===== config.mk =====
export PLATFORM = sky130hd
export DESIGN_NAME = ram_fifo_ctrl
export DESIGN_NICKNAME = d
export VERILOG_FILES = /design/src/rtl/ram_fifo_ctrl.sv
export SDC_FILE = /design/constraint.sdc
export NUM_CORES = 1
export LEC_CHECK = 0
export BUFFER_PORTS_ARGS = -buffer_cell sky130_fd_sc_hd__buf_2
export CAP_MARGIN = 20
export CORE_MARGIN = 10
export CORE_UTILIZATION = 27
export DETAILED_ROUTE_END_ITERATION = 12
export GPL_TIMING_DRIVEN = 0
export SYNTH_ARGS = -nofsm -noshare
export SYNTH_HDL_FRONTEND = slang
export SYNTH_SLANG_ARGS = --single-unit

===== constraint.sdc =====
create_clock -name clk -period 4.6 [get_ports clk]
set_input_delay 0.46 -clock clk [delete_from_list [all_inputs] [get_ports clk]]
set_output_delay 0.46 -clock clk [all_outputs]
set_load 0.01 [all_outputs]

===== src/rtl/ram_fifo_ctrl.sv =====
// ram_fifo_ctrl: pointer/flag controller that runs ram_4096 as a FIFO.
// Optional RAM_FIFO_ERR_EN adds sticky overflow/underflow outputs.
module ram_fifo_ctrl #(
    parameter int DATA_WIDTH = 64,
    parameter int ADDR_WIDTH = 12,
    parameter int DEPTH      = 4096,
    parameter int AF_MARGIN  = 4
) (
    input  logic                  clk,
    input  logic                  reset,
    input  logic                  clear,
    input  logic                  push,
    input  logic [DATA_WIDTH-1:0] push_data,
    input  logic                  pop,
    output logic [DATA_WIDTH-1:0] pop_data,
    output logic                  pop_valid,
    output logic                  full,
    output logic                  almost_full,
    output logic                  empty,
    output logic [ADDR_WIDTH:0]   count,
`ifdef RAM_FIFO_ERR_EN
    output logic                  overflow,
    output logic                  underflow,
`endif
    output logic [DATA_WIDTH-1:0] ram_data_in,
    output logic [ADDR_WIDTH-1:0] ram_wr_address,
    output logic [ADDR_WIDTH-1:0] ram_rd_address,
    output logic                  ram_write,
    output logic                  ram_read,
    input  logic [DATA_WIDTH-1:0] ram_data_out
);

    localparam int CW = ADDR_WIDTH + 1;
    localparam logic [CW-1:0] FULL_CNT = CW'(DEPTH);
    localparam logic [CW-1:0] AF_CNT   = CW'(DEPTH - AF_MARGIN);
    localparam logic [CW-1:0] CNT_ONE  = CW'(1);
    localparam logic [ADDR_WIDTH-1:0] PTR_ONE = ADDR_WIDTH'(1);

    if (DEPTH != (1 << ADDR_WIDTH)) begin : g_depth_chk
        $error("DEPTH must equal 2**ADDR_WIDTH");
    end

    logic [ADDR_WIDTH-1:0] wr_ptr_q, wr_ptr_d;
    logic [ADDR_WIDTH-1:0] rd_ptr_q, rd_ptr_d;
    logic [CW-1:0]         count_q, count_d;
    logic                  full_q, full_d;
    logic                  empty_q, empty_d;
    logic                  afull_q, afull_d;
    logic                  pop_valid_q, pop_valid_d;
    logic                  push_acc;
    logic                  pop_acc;

    // Accept only what the registered flags allow; nothing strobes in reset.
    always_comb begin
        push_acc = push & ~full_q & ~clear & ~reset;
        pop_acc  = pop & ~empty_q & ~clear & ~reset;
    end

    // Pointer, occupancy and flag next-state; clear wins over traffic.
    always_comb begin
        wr_ptr_d    = wr_ptr_q;
        rd_ptr_d    = rd_ptr_q;
        count_d     = count_q;
        pop_valid_d = pop_acc;
        if (push_acc) begin
            wr_ptr_d = wr_ptr_q + PTR_ONE;
        end
        if (pop_acc) begin
            rd_ptr_d = rd_ptr_q + PTR_ONE;
        end
        unique case ({push_acc, pop_acc})
            2'b10:   count_d = count_q + CNT_ONE;
            2'b01:   count_d = count_q - CNT_ONE;
            default: count_d = count_q;
        endcase
        if (clear) begin
            wr_ptr_d    = '0;
            rd_ptr_d    = '0;
            count_d     = '0;
            pop_valid_d = 1'b0;
        end
        full_d  = (count_d == FULL_CNT);
        empty_d = (count_d == '0);
        afull_d = (count_d >= AF_CNT);
    end

    // Main state registers.
    always_ff @(posedge clk or posedge reset) begin
        if (reset) begin
            wr_ptr_q    <= '0;
            rd_ptr_q    <= '0;
            count_q     <= '0;
            full_q      <= 1'b0;
            empty_q     <= 1'b1;
            afull_q     <= 1'b0;
            pop_valid_q <= 1'b0;
        end else begin
            wr_ptr_q    <= wr_ptr_d;
            rd_ptr_q    <= rd_ptr_d;
            count_q     <= count_d;
            full_q      <= full_d;
            empty_q     <= empty_d;
            afull_q     <= afull_d;
            pop_valid_q <= pop_valid_d;
        end
    end

`ifdef RAM_FIFO_ERR_EN
    logic ovf_q, ovf_d;
    logic udf_q, udf_d;

    // Sticky error flags for requests refused by full/empty.
    always_comb begin
        ovf_d = ovf_q | (push & full_q & ~clear);
        udf_d = udf_q | (pop & empty_q & ~clear);
        if (clear) begin
            ovf_d = 1'b0;
            udf_d = 1'b0;
        end
    end

    // Error flag registers.
    always_ff @(posedge clk or posedge reset) begin
        if (reset) begin
            ovf_q <= 1'b0;
            udf_q <= 1'b0;
        end else begin
            ovf_q <= ovf_d;
            udf_q <= udf_d;
        end
    end

    assign overflow  = ovf_q;
    assign underflow = udf_q;
`endif

    assign ram_write      = push_acc;
    assign ram_read       = pop_acc;
    assign ram_wr_address = wr_ptr_q;
    assign ram_rd_address = rd_ptr_q;
    assign ram_data_in    = push_data;

    assign pop_data    = ram_data_out;
    assign pop_valid   = pop_valid_q;
    assign count       = count_q;
    assign full        = full_q;
    assign empty       = empty_q;
    assign almost_full = afull_q;

endmodule


# --- Word level (Yosys, flattened, before mapping) ---
# Index checks and enable logic that the tools add are counted.
word_totals:
  output_inout_bits: 171
  ff_bits: 41
  input_bits: 133
  elab_cells: 35
classes:
  addsub: 4
  n_reduce_logical: 3
  bitwise_logic: 10
  mux: 7
  n_lt_le_gt_ge: 1
  n_eq_ne: 3
op_table:
  columns: ["op", "count"]
  rows:
  - ["$mux W12", 4]
  - ["$pmux W13 S2", 1]
  - ["$add A12 B1 Y12 const B", 2]
  - ["$add A13 B1 Y13 const B", 1]
  - ["$eq A13 B13 Y1 const B", 1]
  - ["$ge A13 B12 Y1 const B", 1]
  - ["$logic_not A13 Y1", 1]
  - ["$mux W13", 1]
  - ["$sub A13 B1 Y13 const B", 1]
  - ["$and A1 B1 Y1", 6]
  - ["$not A1 Y1", 4]
  - ["$reduce_bool A2 Y1", 2]
  - ["$eq A2 B1 Y1 const B", 1]
  - ["$eq A2 B2 Y1 const B", 1]
  - ["$mux W1", 1]

# --- Longest topological paths before layout ---
depth:
  ltp_word: 8
  ltp_mapped: 13
  ltp_nobuf: 13

# --- Least setup slack after synthesis ---
# Ideal clock, no wire load.
synth_timing:
  path_type: "input-to-reg"
  start: "input port reset"
  end: "register empty_q (netlist: empty)"
  path_stages: 11
  slack_ns: 1.166
  setup_ns: 0.090
  path_buffers: 2
  arrival_ns: 3.344
  t_required_ns: 4.510
  path_cell_list: "inv_1 > nand3_1 > ha_1 > clkbuf_1 > buf_1 > nor2_1 > a211oi_1 > nor3_1 > mux2i_1 > o2111ai_1 > nor4_2"
synth_between:
  elab_chain_cells: 6
  word_cells_on_any_way: 8
  classes_between: "eq/ne (2); mux (2); bitwise (3); reduce/logical (1)"
synth_rtl:
  columns: ["element", "line_no", "source"]
  rows:
  - ["start, declared", "10", "input logic reset,"]
  - ["$not A1 Y1 (*)", "55, 56", null]
  - ["$and A1 B1 Y1, on equally long branches", "56, 55", null]
  - ["$eq A2 B1 Y1 or $eq A2 B2 Y1 (tied branches)", "71", "unique case ({push_acc, pop_acc})"]
  - ["$pmux W13 S2 (*)", "71", null]
  - ["$mux W13 (*)", "76", "if (clear) begin"]
  - ["$logic_not A13 Y1 (*)", "83", "empty_d = (count_d == '0);"]
  - ["net empty_d", "47", "logic empty_q, empty_d;"]
  - ["end signal, assigned", "102", "empty_q <= empty_d;"]
  - ["end, declared", "47", null]
# Mark *: on every way through the listed nets, which the timed path passes. The rest lies on a longest branch.
# A chain may end at the register's enable or synchronous reset.

# --- Final worst setup path ---
layout_timing:
  start: "register empty_q (netlist: empty)"
  end: "register empty_q (netlist: empty)"
layout_between:
  elab_chain_cells: 8
  word_cells_on_any_way: 9
  classes_between: "eq/ne (2); mux (2); bitwise (4); reduce/logical (1)"
layout_rtl:
  columns: ["element", "line_no", "source"]
  rows:
  - ["$not A1 Y1 (*)", "56", "pop_acc = pop & ~empty_q & ~clear & ~reset;"]
  - ["$and A1 B1 Y1 (*) (3 in series)", "56", null]
  - ["$eq A2 B1 Y1 or $eq A2 B2 Y1 (tied branches)", "71", null]
  - ["$pmux W13 S2 (*)", "71", null]
  - ["$mux W13 (*)", "76", null]
  - ["$logic_not A13 Y1 (*)", "83", null]
  - ["net empty_d", "47", null]
# Marks and branches as above.

==> metrics.md <==
| Metric | Value |
|---|---|
| Cell variety after synth | 60 |
| #FFs+latches synth | 41 |
| Setup bufs post-CTS | 0 |
| Synth Cell Area | 3611 um2 |
| Worst slew pin tran | 0.7487 ns |
| Hold-fix buffers, CTS | 0 |
| Starting density of the core | 27.38% |
| Period minus WS final | 3.827 ns |
| Antenna Violating Nets Remaining | 0 |
| DRT iter0 DRCs | 261 |
| Status | finished clean |
| Class of the worst hold path | in -> async |
| PnR worst setup slack | 0.7726 ns |
| Vias in the first global route | 3695 |
| Pins Over Slew Limit | 0 |
| TritonCTS Buffers | 5 |
| Die Ht | 135.6 um |
| Post-cts resize count | 0 |
| Sequential share of the synthesized area | 28.45% |
| Overflow after GRT | 0 |
| Int Pwr | 0.7472 mW |
| Final #Nets | 749 |
| Mapped Nets | 566 |
| Final RePlAce weighted congestion | 0.9234 |
| R2r startpoint | empty |
| Synthesis Warnings | 0 |
| Area added between synthesis and finish | 35.55% |
| R2R depth | 12 |
| All-Layer GR Usage | 13.02% |
| CTS sink count | 41 |
| Seq pwr share | 36.5% |
| Clock tree buffer depth | 2 |
| Final hold slack | 0.1790 ns |
| Number of synthesized flops with an enable pin | 0 |
| TNS Setup | 0 ns |
| Crit end category | register |
| Clk slew on worst S/H paths | 0.06 ns |
| Initial antenna violation count | 0 |
| Final hold vios | 0 |
| Unrepaired setup endpoints after global routing | no |
| Pwr Total | 1.012 mW |
| Worst skew pair latency | 0.28 ns |
| H-tree depth | 2 |
| Worst setup path start | empty |
| Dpl hpwl | 11380 um |
| First-pass GRT wire length | 19740 um |
| Switching fraction of total power | 26.16% |
| Max_cap viols | 0 |
| Die Area | 18400 um2 |
| Via density | 4.563 |
| Layout cells sized above 1 | 54.49% |
| Row Count | 42 |
| Skew final | 0.004230 ns |
| Critical path data required time | 4.79 ns |
| Top Ports | 304 |
| CTS tree | yes |
| Final setup viols | 0 |
| Drt first pass iters | 6 |
| R2r setup slk | 0.77 ns |
| PortBufs | 175 |
| Sw Pwr | 0.2647 mW |
| Clk root buf | clkbuf_16 |
| Avg Cell Area, Syn | 8.417 um2 |
| Place WS | 0.6713 ns |
| Crit Path Max Fanout | 10 |
| Clk network pwr share | 40.2% |
| Remaining DRCs | 0 |
| VDD IR max | 0.0001328 V |
| Slew headroom | 49.63% |
| Final Cycle Share | 83.20% |
| Die Width | 135.6 um |
| Asr flop ratio synth | 100.0% |
| Detailed Route WL | 13400 um |
| Antenna diodes | 0 |
| Routed WL per cell | 16.99 um |
| Top FF cell, synth | dfrtp_1 |
| Worst setup endpoint | empty |
| Critical Path AT | 4.01 ns |
| Pwr/cell area | 206.7 nW/um2 |
| Startpoint types | register |
| Post-Syn Instances | 429 |
| Worst R2R End | empty |
| Setup CP Type | reg -> reg |
| Largest net degree at the start of global routing | 30 |
| LEAKAGE | 2.662 nW |
| Max Clock Freq | 261.3 MHz |
| Core area | 13190 um2 |
| Combinational share of power | 23.3% |
| Via count | 3600 |
## per-stage QoR
stage,area (um2),util (%),instances
after floorplan,3611,-,429
after global placement,4707,35.69,780
after detailed placement,4727,35.84,781
after CTS,4895,37.11,789
after global routing,4895,37.11,789
final,4895,37.11,789
## final cells by class
type	instances	area, um2
Clock buffer	6	128.9
Timing Repair Buffer	176	895.9
Fill cell	1370	8295
Clock inverter	2	38.79
Multi-Input combinational cell	223	1465
Tap cell	176	220.2
Buffer	148	1050
Inverter	17	68.82
Sequential cell	41	1027
## sequential cells by signal (all words and copies together) (netlist names)
register and flops:
ram_rd_address 12, ram_wr_address 12, count 13, empty 1
almost_full 1, full 1, pop_valid 1
## logic make-up (layout without fill, tap and decap cells)
kind of cell             Yosys count  in the layout  synth area share [%]
adder cells (fa/ha/maj)            4              4                 1.386
AO/OA/AOI/OAI                     68             68                 13.69
AND/OR/NAND/NOR                  123            123                 18.26
flip-flops                        41             41                 28.45
multiplexers                       7              7                 1.940
buffers and inverters            165            349                 30.98
XOR/XNOR                          21             21                 5.302
## routing by layer
layer / up-vias / routed length, um / global-route usage (%)
met4: 0 / 156 / 3.289
met3: 13 / 1777 / 5.156
met2: 229 / 6822 / 23.19
met1: 1645 / 4646 / 13.99
li1: 1713 / - / -
met5: - / 0 / 0
## critical path: stages (launching register included)
cell and delay, ns:
dfstp_2 0.37, or4b_4 0.55, clkinv_4 0.11, buf_2 0.22, ha_1 0.30, clkbuf_1 0.41
buf_1 0.40, nor3_1 0.11, o221ai_1 0.16, nand3_1 0.13, xnor2_1 0.38, o2111ai_1 0.27
nor4_2 0.32
## layout by cell type, fill, tap and decap left out, types with 10 or more instances in the layout
| master | count |
|---|---|
| clkbuf_1 | 12 |
| inv_1 | 14 |
| dfrtp_1 | 40 |
| o21ai_0 | 10 |
| a21oi_1 | 12 |
| nand2_1 | 18 |
| xor2_1 | 13 |
| buf_2 | 180 |
| nor2_1 | 36 |
| buf_4 | 128 |
| nand3_1 | 16 |
## worst min-delay path by stage
stage | from | end | cells after the start
after floorplan | ram_wr_address[11] | ram_wr_address[11] | 1
after global placement | ram_wr_address[11] | ram_wr_address[11] | 1
after detailed placement | reset | full | 2
after CTS | reset | full | 2
after global routing | reset | full | 2
final | reset | full | 2
## power by group through the flow
stage          clock, mW  sequential (mW)  combinational, mW
2_1_floorplan          0            0.377              0.152
3_3_place_gp           0            0.376              0.237
3_5_place_dp           0            0.376              0.240
4_1_cts            0.413            0.369              0.241
5_1_grt            0.429            0.370              0.256
6_report           0.407            0.369              0.235
## cells in the mapped netlist (4+ instances only)
library cell | instances | share of area, %
dfrtp_1 | 40 | 28
nand3_1 | 16 | 2.2
o211ai_1 | 5 | 1.0
xor2_1 | 13 | 3.2
nor2_1 | 36 | 3.7
inv_1 | 15 | 1.6
ha_1 | 4 | 1.4
o21ai_0 | 10 | 1.4
a211oi_1 | 6 | 1.2
buf_2 | 5 | 0.69
buf_4 | 128 | 27
o2111ai_1 | 5 | 1.2
nor2b_1 | 5 | 0.87
clkbuf_1 | 11 | 1.1
nor3_1 | 4 | 0.55
a21oi_1 | 12 | 1.7
and3_1 | 9 | 1.6
o31ai_1 | 4 | 0.83
nand2_1 | 18 | 1.9
mux2i_1 | 7 | 1.9
nand4_1 | 9 | 1.6
or3_1 | 6 | 1.0
xnor2_1 | 7 | 1.7
Note: power is estimated with default switching activity, not from simulation.
